==> config.mk <==
export PLATFORM = sky130hd
export DESIGN_NAME = gshare_predictor
export DESIGN_NICKNAME = d
export VERILOG_FILES = /design/src/rtl/gshare_predictor_pkg.sv /design/src/rtl/gshare_predictor_sat_counter.sv /design/src/rtl/gshare_predictor.sv
export SDC_FILE = /design/constraint.sdc
export NUM_CORES = 1
export LEC_CHECK = 0
export BUFFER_PORTS_ARGS = -buffer_cell sky130_fd_sc_hd__buf_2
export CORE_MARGIN = 2
export CORE_UTILIZATION = 40
export CTS_BUF_LIST = sky130_fd_sc_hd__clkbuf_4 sky130_fd_sc_hd__clkbuf_8 sky130_fd_sc_hd__clkbuf_16
export DETAILED_ROUTE_END_ITERATION = 10
export GPL_TIMING_DRIVEN = 1
export PLACE_DENSITY_LB_ADDON = 0.3
export SLEW_MARGIN = 20
export SYNTH_ARGS = -nofsm -noshare
export SYNTH_HDL_FRONTEND = slang
export SYNTH_SLANG_ARGS = --single-unit
==> constraint.sdc <==
create_clock -name clk -period 2.2 [get_ports clk]
set_clock_uncertainty 0.05 [all_clocks]
set_input_delay 0.11 -clock clk [delete_from_list [all_inputs] [get_ports clk]]
set_output_delay 0.11 -clock clk [all_outputs]
set_load 0.03 [all_outputs]
==> src/rtl/gshare_predictor_pkg.sv <==
// Shared predictor types: direction state, counter storage type, reset value.
// GSHARE_HISTORY_EN selects gshare hashing; bimodal indexing when undefined.
package gshare_predictor_pkg;

  typedef enum logic [1:0] {
    ST_SNT,
    ST_WNT,
    ST_WT,
    ST_ST
  } pred_state_e;

  localparam int CTR_W_MAX = 4;

  typedef logic [CTR_W_MAX-1:0] ctr_t;

  localparam ctr_t CTR_WEAK_TAKEN_2 = ctr_t'(ST_WT);

  function automatic ctr_t weak_taken(input int unsigned w);
    ctr_t v;
    v = '0;
    v[w-1] = 1'b1;
    return v;
  endfunction

endpackage

==> src/rtl/gshare_predictor_sat_counter.sv <==
// One saturating up/down counter of the pattern history table.
// Exposes only its MSB, which is the taken/not-taken prediction.
module sat_counter
  import gshare_predictor_pkg::*;
#(
  parameter int W = 2
) (
  input  logic clk,
  input  logic rst,
  input  logic en_i,
  input  logic inc_i,
  input  logic dec_i,
  output logic taken_o
);

  localparam ctr_t RST_C = weak_taken(W);
  localparam logic [W-1:0] RST_V = RST_C[W-1:0];

  logic [W-1:0] cnt_q, cnt_d;

  always_comb begin
    cnt_d = cnt_q;
    if (en_i) begin
      if (inc_i && (cnt_q != '1)) begin
        cnt_d = cnt_q + W'(1);
      end else if (dec_i && (cnt_q != '0)) begin
        cnt_d = cnt_q - W'(1);
      end
    end
  end

  always_ff @(posedge clk) begin
    if (rst) cnt_q <= RST_V;
    else     cnt_q <= cnt_d;
  end

  assign taken_o = cnt_q[W-1];

endmodule

==> src/rtl/gshare_predictor.sv <==
// Gshare direction predictor: PC xor global history indexes a counter table.
// GSHARE_HISTORY_EN enables the history register; otherwise bimodal.
module gshare_predictor
  import gshare_predictor_pkg::*;
#(
  parameter int PHT_DEPTH = 64,
  parameter int CTR_WIDTH = 2,
  parameter int HIST_LEN  = 6
) (
  input  logic                clk,
  input  logic                rst,
  input  logic                pred_valid_i,
  input  logic [31:0]         pred_pc_i,
  output logic                pred_taken_o,
  output logic [HIST_LEN-1:0] pred_ghr_o,
  input  logic                upd_valid_i,
  input  logic [31:0]         upd_pc_i,
  input  logic [HIST_LEN-1:0] upd_ghr_i,
  input  logic                upd_taken_i,
  input  logic                upd_mispredict_i
);

  localparam int IW = $clog2(PHT_DEPTH);

  logic [IW-1:0]        pred_idx;
  logic [IW-1:0]        upd_idx;
  logic [PHT_DEPTH-1:0] msb;

  logic unused_pc;
  assign unused_pc = ^{pred_pc_i[31:IW+2], pred_pc_i[1:0],
                       upd_pc_i[31:IW+2], upd_pc_i[1:0]};

`ifdef GSHARE_HISTORY_EN
  logic [HIST_LEN-1:0] ghr_q, ghr_d;

  assign pred_idx = pred_pc_i[IW+1:2] ^ IW'(ghr_q);
  assign upd_idx  = upd_pc_i[IW+1:2] ^ IW'(upd_ghr_i);

  // A mispredict repair wins over the speculative fetch shift.
  always_comb begin
    ghr_d = ghr_q;
    if (upd_valid_i && upd_mispredict_i) begin
      ghr_d = HIST_LEN'({upd_ghr_i, upd_taken_i});
    end else if (pred_valid_i) begin
      ghr_d = HIST_LEN'({ghr_q, pred_taken_o});
    end
  end

  always_ff @(posedge clk) begin
    if (rst) ghr_q <= '0;
    else     ghr_q <= ghr_d;
  end

  assign pred_ghr_o = ghr_q;
`else
  logic unused_hist;

  assign pred_idx    = pred_pc_i[IW+1:2];
  assign upd_idx     = upd_pc_i[IW+1:2];
  assign pred_ghr_o  = '0;
  assign unused_hist = ^{upd_ghr_i, upd_mispredict_i, pred_valid_i};
`endif

  for (genvar i = 0; i < PHT_DEPTH; i++) begin : g_pht
    sat_counter #(
      .W(CTR_WIDTH)
    ) u_ctr (
      .clk     (clk),
      .rst     (rst),
      .en_i    (upd_valid_i && (upd_idx == IW'(i))),
      .inc_i   (upd_taken_i),
      .dec_i   (!upd_taken_i),
      .taken_o (msb[i])
    );
  end

  assign pred_taken_o = msb[pred_idx];

endmodule

* Word level (Yosys, flattened, before mapping) *
Index checks and enable logic that the tools add are counted.

cells by class
  add/sub/neg operators = 128
  magnitude comparators = 1
  equality and inequality tests = 127
  mux-type cells = 130
  reduce and logical (&&, ||, !) cells = 386

operators by type and width
  cell                 number
  $mux 2               128
  $reduce_bool 2->1    128
  $eq 6x6->1 const B   32
  $logic_and 1x1->1    192
  $add 2x1->2 const B  64
  $ne 2x2->1 const B   64
  $reduce_and 2->1     64
  $sub 2x1->2 const B  64
  $eq 6x5->1 const B   16
  $eq 6x4->1 const B   8
  $eq 6x3->1 const B   4
  $eq 6x2->1 const B   2
  $lt 6x7->1 const B   1
  $bmux 1 s6           1
  $eq 6x1->1 const B   1
  $logic_not 6->1      1
  $logic_not 1->1      1
  $mux 1               1

storage, ports and cells
  bits in registers = 128
  input port bits = 76
  output and inout bits = 7
  word-level logic and storage cells = 836

* Longest topological paths before layout *
  word-level depth = 4
  gate-level depth with buffers = 8
  depth with buffers taken out = 4

* By module *
Synthesis repeated with hierarchy kept, for this count alone.

second synthesis, totals
  cells, all modules = 977
  area total of the unflattened synthesis = 7647.3 um2

by module, submodules not included
  module            instances  cells each  area an instance (um2)  sequential area each (um2)
  sat_counter       64         13          103.8                   40.0
  gshare_predictor  1          145         1001.0                  0.0

* Worst setup path after synthesis *
OpenSTA, ideal clock, no wires.

  path kind = register -> output
  start point = register g_pht[3].u_ctr.cnt_q[1]
  end point = output pred_taken_o
  arrival = 1.733 ns
  data required time = 2.040 ns
  slack = 0.307 ns
  cell stages (with the launch flop) = 5
  path buffers = 0
  path through = dfxtp_1 mux4_1 mux4_2 or2_0 a32o_1

on the way
  word-level cells in the longest chain between the ends = 2

ends and longest elaborated chain
  element                       line                                source
  start: declaration            gshare_predictor_sat_counter.sv:19  logic [W-1:0] cnt_q, cnt_d;
  start signal: assignment      gshare_predictor_sat_counter.sv:34  else cnt_q <= cnt_d;
  $bmux 1 s6                    gshare_predictor.sv:77              assign pred_taken_o = msb[pred_idx];
  $mux 1 (implied by the code)  gshare_predictor.sv:77
  end: declaration              gshare_predictor.sv:14              output logic pred_taken_o,

No other way between the ends. The select of a mux whose other input is x is not followed.

* Final worst setup path *
  start point = register g_pht[7].u_ctr.cnt_q[1]
  end point = output pred_taken_o

on the way
  word-level cells in the longest chain between the ends = 2

ends and longest elaborated chain
  element                       line
  start: declaration            gshare_predictor_sat_counter.sv:19
  start signal: assignment      gshare_predictor_sat_counter.sv:34
  $bmux 1 s6                    gshare_predictor.sv:77
  $mux 1 (implied by the code)  gshare_predictor.sv:77

No other way between the ends. The select of a mux whose other input is x is not followed.

==> results.toml <==
[critical_path]
setup.worst_path.start_class = "flop"
reg2reg_to = "g_pht[47].u_ctr.cnt_q[0]"
timing.rr.start = "g_pht[47].u_ctr.cnt_q[0]"
cp_slowest_cell = "mux4_2"
crit_type = "reg2out"
path_cells = "mux4_2 -> mux4_2 -> or2_0 -> a32o_2 -> buf_6"
rr_worst_depth = 3
cp.required_ns = 2.04
reg2reg_slack_ns = 1.19
critical_path_arrival_ns = 2.33
end_kind = "output pin"
critPathMaxFanout = 4
critPathMaxStageDelay_ns = 0.48
worst_path_most_repeated_cell = "mux4_2"

[cts]
worstSkewPairLatency_ns = 0.42
clock_sinks = 128
cts_buffers = 17
clkTransAtPathRegs_ns = 0.06
ctsHoldBuffers = 0
post_cts_buffers = 0
cts_tree = "yes"
clockRootBuffer = "clkbuf_16"
htree_levels = 4
clockBufferDepth = 2

[sta]
slew-limit-headroom_pct = 60.3
hold_viol_final = 0
rsz0062_at_grt = "yes"
maxSlewViolCount = 0
max_freq_mhz = 402
layout_min_cycle_time_ns = 2.49
timing.final.crit_share_pct = 113
setup_violations = 1
layout_setup_ws_ns = -0.285
worstMarginPinSlew_ns = 0.596

[global_routing]
grt-ovfl-total = 0
grt_pass1_vias = 6590
grt_pass1_wl_um = 34600
grt_max_degree = 84
antenna_found_initial = 0
grt_usage_pct = 21.2

[die]
initial_core_util_pct = 41.1
core_sq_um = 18800
die_w_um = 143
ioPinCount = 83
die_y_um = 143
dieArea_sq_um = 20500
rows = 50

[place]
placed_area_sq_um = 8090
dp_hpwl_um = 12500
place_congestion = 0.811
io_buffers = 16
post-place-cells = 1165

[finish]
multiInputGateArea_sq_um = 4730
design_area_sq_um = 8700
reg_top3 = "g_pht.u_ctr.cnt_q (128)"
largest_reg_flops = 128
antenna_cells = 0
drive_gt1_share_pct = 15.5
fin_nets = 1000
seqCellArea_sq_um = 2570
syn2layout_area_growth_pct = 12.4
final_cells = 1195
nFillCells = 1804
regMostFlops = "g_pht.u_ctr.cnt_q"

[detailed_routing]
num_vias = 7384
wl_per_cell_um = 17.9
drcViolationCount = 0
postRouteAntennaNets = 0
routed_wl_um = 21300
vias_per_cell = 6.18
initialDrtViolationCount = 748
first_pass_iters = 7

[min_path]
worstHoldStart = "rst"
hold_class = "in2reg"
hold_path_end = "g_pht[52].u_ctr.cnt_q[0]"
hold_depth = 2

[pwr]
p_leak_uw = 0.00297
cellPowerDensity_nw_per_um2 = 741
vdd.ir_drop.worst_v = 0.000558

[synth]
syn_inst = 962
syn_area_sq_um = 7740
ys_warn_count = 0
syn_avg_cell_area_sq_um = 8.04
synth_edf_count = 0
synthArstFlopShare_pct = 0
yosysUniqueCellTypes = 45
ys_seq_area_share_pct = 33.1
synthFlopType = "dfxtp_1"
synth_seq_cells = 128

[run]
drv_cap = 0

[status]
violations = "setup timing"
status = "finished, violations left"
[cell families after synthesis]
logic type | share of synthesized area [%]
AO/OA/AOI/OAI | 34.4
buffers and inverters | 6.13
AND/OR/NAND/NOR | 21.0
other | 0.0485
multiplexers | 5.29
flip-flops | 33.1
[critical path: cells and delay by family, from the launching register on]
family / cells / cell delay (ns)
AO/OA/AOI/OAI: 1 / 0.26
buffers and inverters: 1 / 0.15
flip-flops: 1 / 0.33
multiplexers: 2 / 0.95
AND/OR/NAND/NOR: 1 / 0.21
[Yosys cell counts, types with 6 or more instances]
master,instances,area (sq um)
o21bai_1,44,330
nand3_1,25,125
a31o_2,36,315
mux4_2,10,225
a31oi_1,88,551
o21ai_0,28,140
a21oi_1,101,505
nand2_1,132,495
dfxtp_1,128,2560
or3_1,44,275
buf_2,13,65.1
nand4b_1,12,105
buf_1,6,22.5
clkbuf_1,88,330
o22ai_1,20,125
o31ai_1,64,480
and3_1,21,131
nand4bb_1,6,67.6
o31a_1,20,175
buf_4,6,45.0
nand2b_1,20,125
mux4_1,7,184
[cell usage in the layout (no fill, tap or decap), types with 21 or more instances in the layout]
master	synthesis	layout
a21oi_1	101	101
nand2_1	132	132
buf_4	6	29
or3_1	44	44
a31oi_1	88	88
o31ai_1	64	64
a31o_2	36	36
dfxtp_1	128	123
o21bai_1	44	44
nand3_1	25	25
and3_1	21	21
o21ai_0	28	28
[area by class of cell]
cell class                 instances  area share, %
tap                              260           3.74
clock inverter                     6           1.21
clock buffer                      24           5.78
sequential                       128           29.5
multi-input combinational        725           54.4
timing repair buffer              52           5.35
[how the worst max path moves through the flow]
| stage | end | slack (ns) | cells past startpoint | start |
|---|---|---|---|---|
| floorplan | pred_taken_o | 0.31 | 4 | g_pht[3].u_ctr.cnt_q[1] |
| global placement | pred_taken_o | 0.004 | 6 | pred_pc_i[3] |
| detailed placement | pred_taken_o | -0.02 | 6 | pred_pc_i[3] |
| CTS | pred_taken_o | -0.30 | 5 | g_pht[23].u_ctr.cnt_q[1] |
| global route | pred_taken_o | -0.36 | 5 | g_pht[7].u_ctr.cnt_q[1] |
| finish | pred_taken_o | -0.29 | 5 | g_pht[7].u_ctr.cnt_q[1] |
[report_power, final]
part	switching, uW	total, uW	internal (uW)	leakage, uW
Sequential	172	2650	2480	0.00104
Clock	1030	2950	1920	0.000306
Combinational	471	844	373	0.00162
Total	1680	6450	4770	0.00297
[repair_timing]
item                                   CTS  global route
setup endpoints to repair                1             1
resized for setup                        9             2
endpoints found under the hold margin    0             0
[metrics by stage]
step           hold slack, ns  total power (uW)  worst slack, ns  utilization (%)  setup TNS, ns
6_report                0.127              6450           -0.285             46.2         -0.285
3_5_place_dp            0.422              3520          -0.0159             43.0        -0.0159
3_3_place_gp            0.425              3500          0.00430             43.0              0
2_1_floorplan           0.387              3270            0.307                -              0
5_1_grt                 0.144              6710           -0.362             46.2         -0.362
4_1_cts                 0.125              6480           -0.301             46.2         -0.301
[routing by layer]
metal / global-route usage, % / wire length [um]
met5: 0 / 0
met4: 7.61 / 418
met3: 4.06 / 1150
met2: 33.1 / 9570
met1: 29.3 / 10200
(Power assumes the default switching activity.)
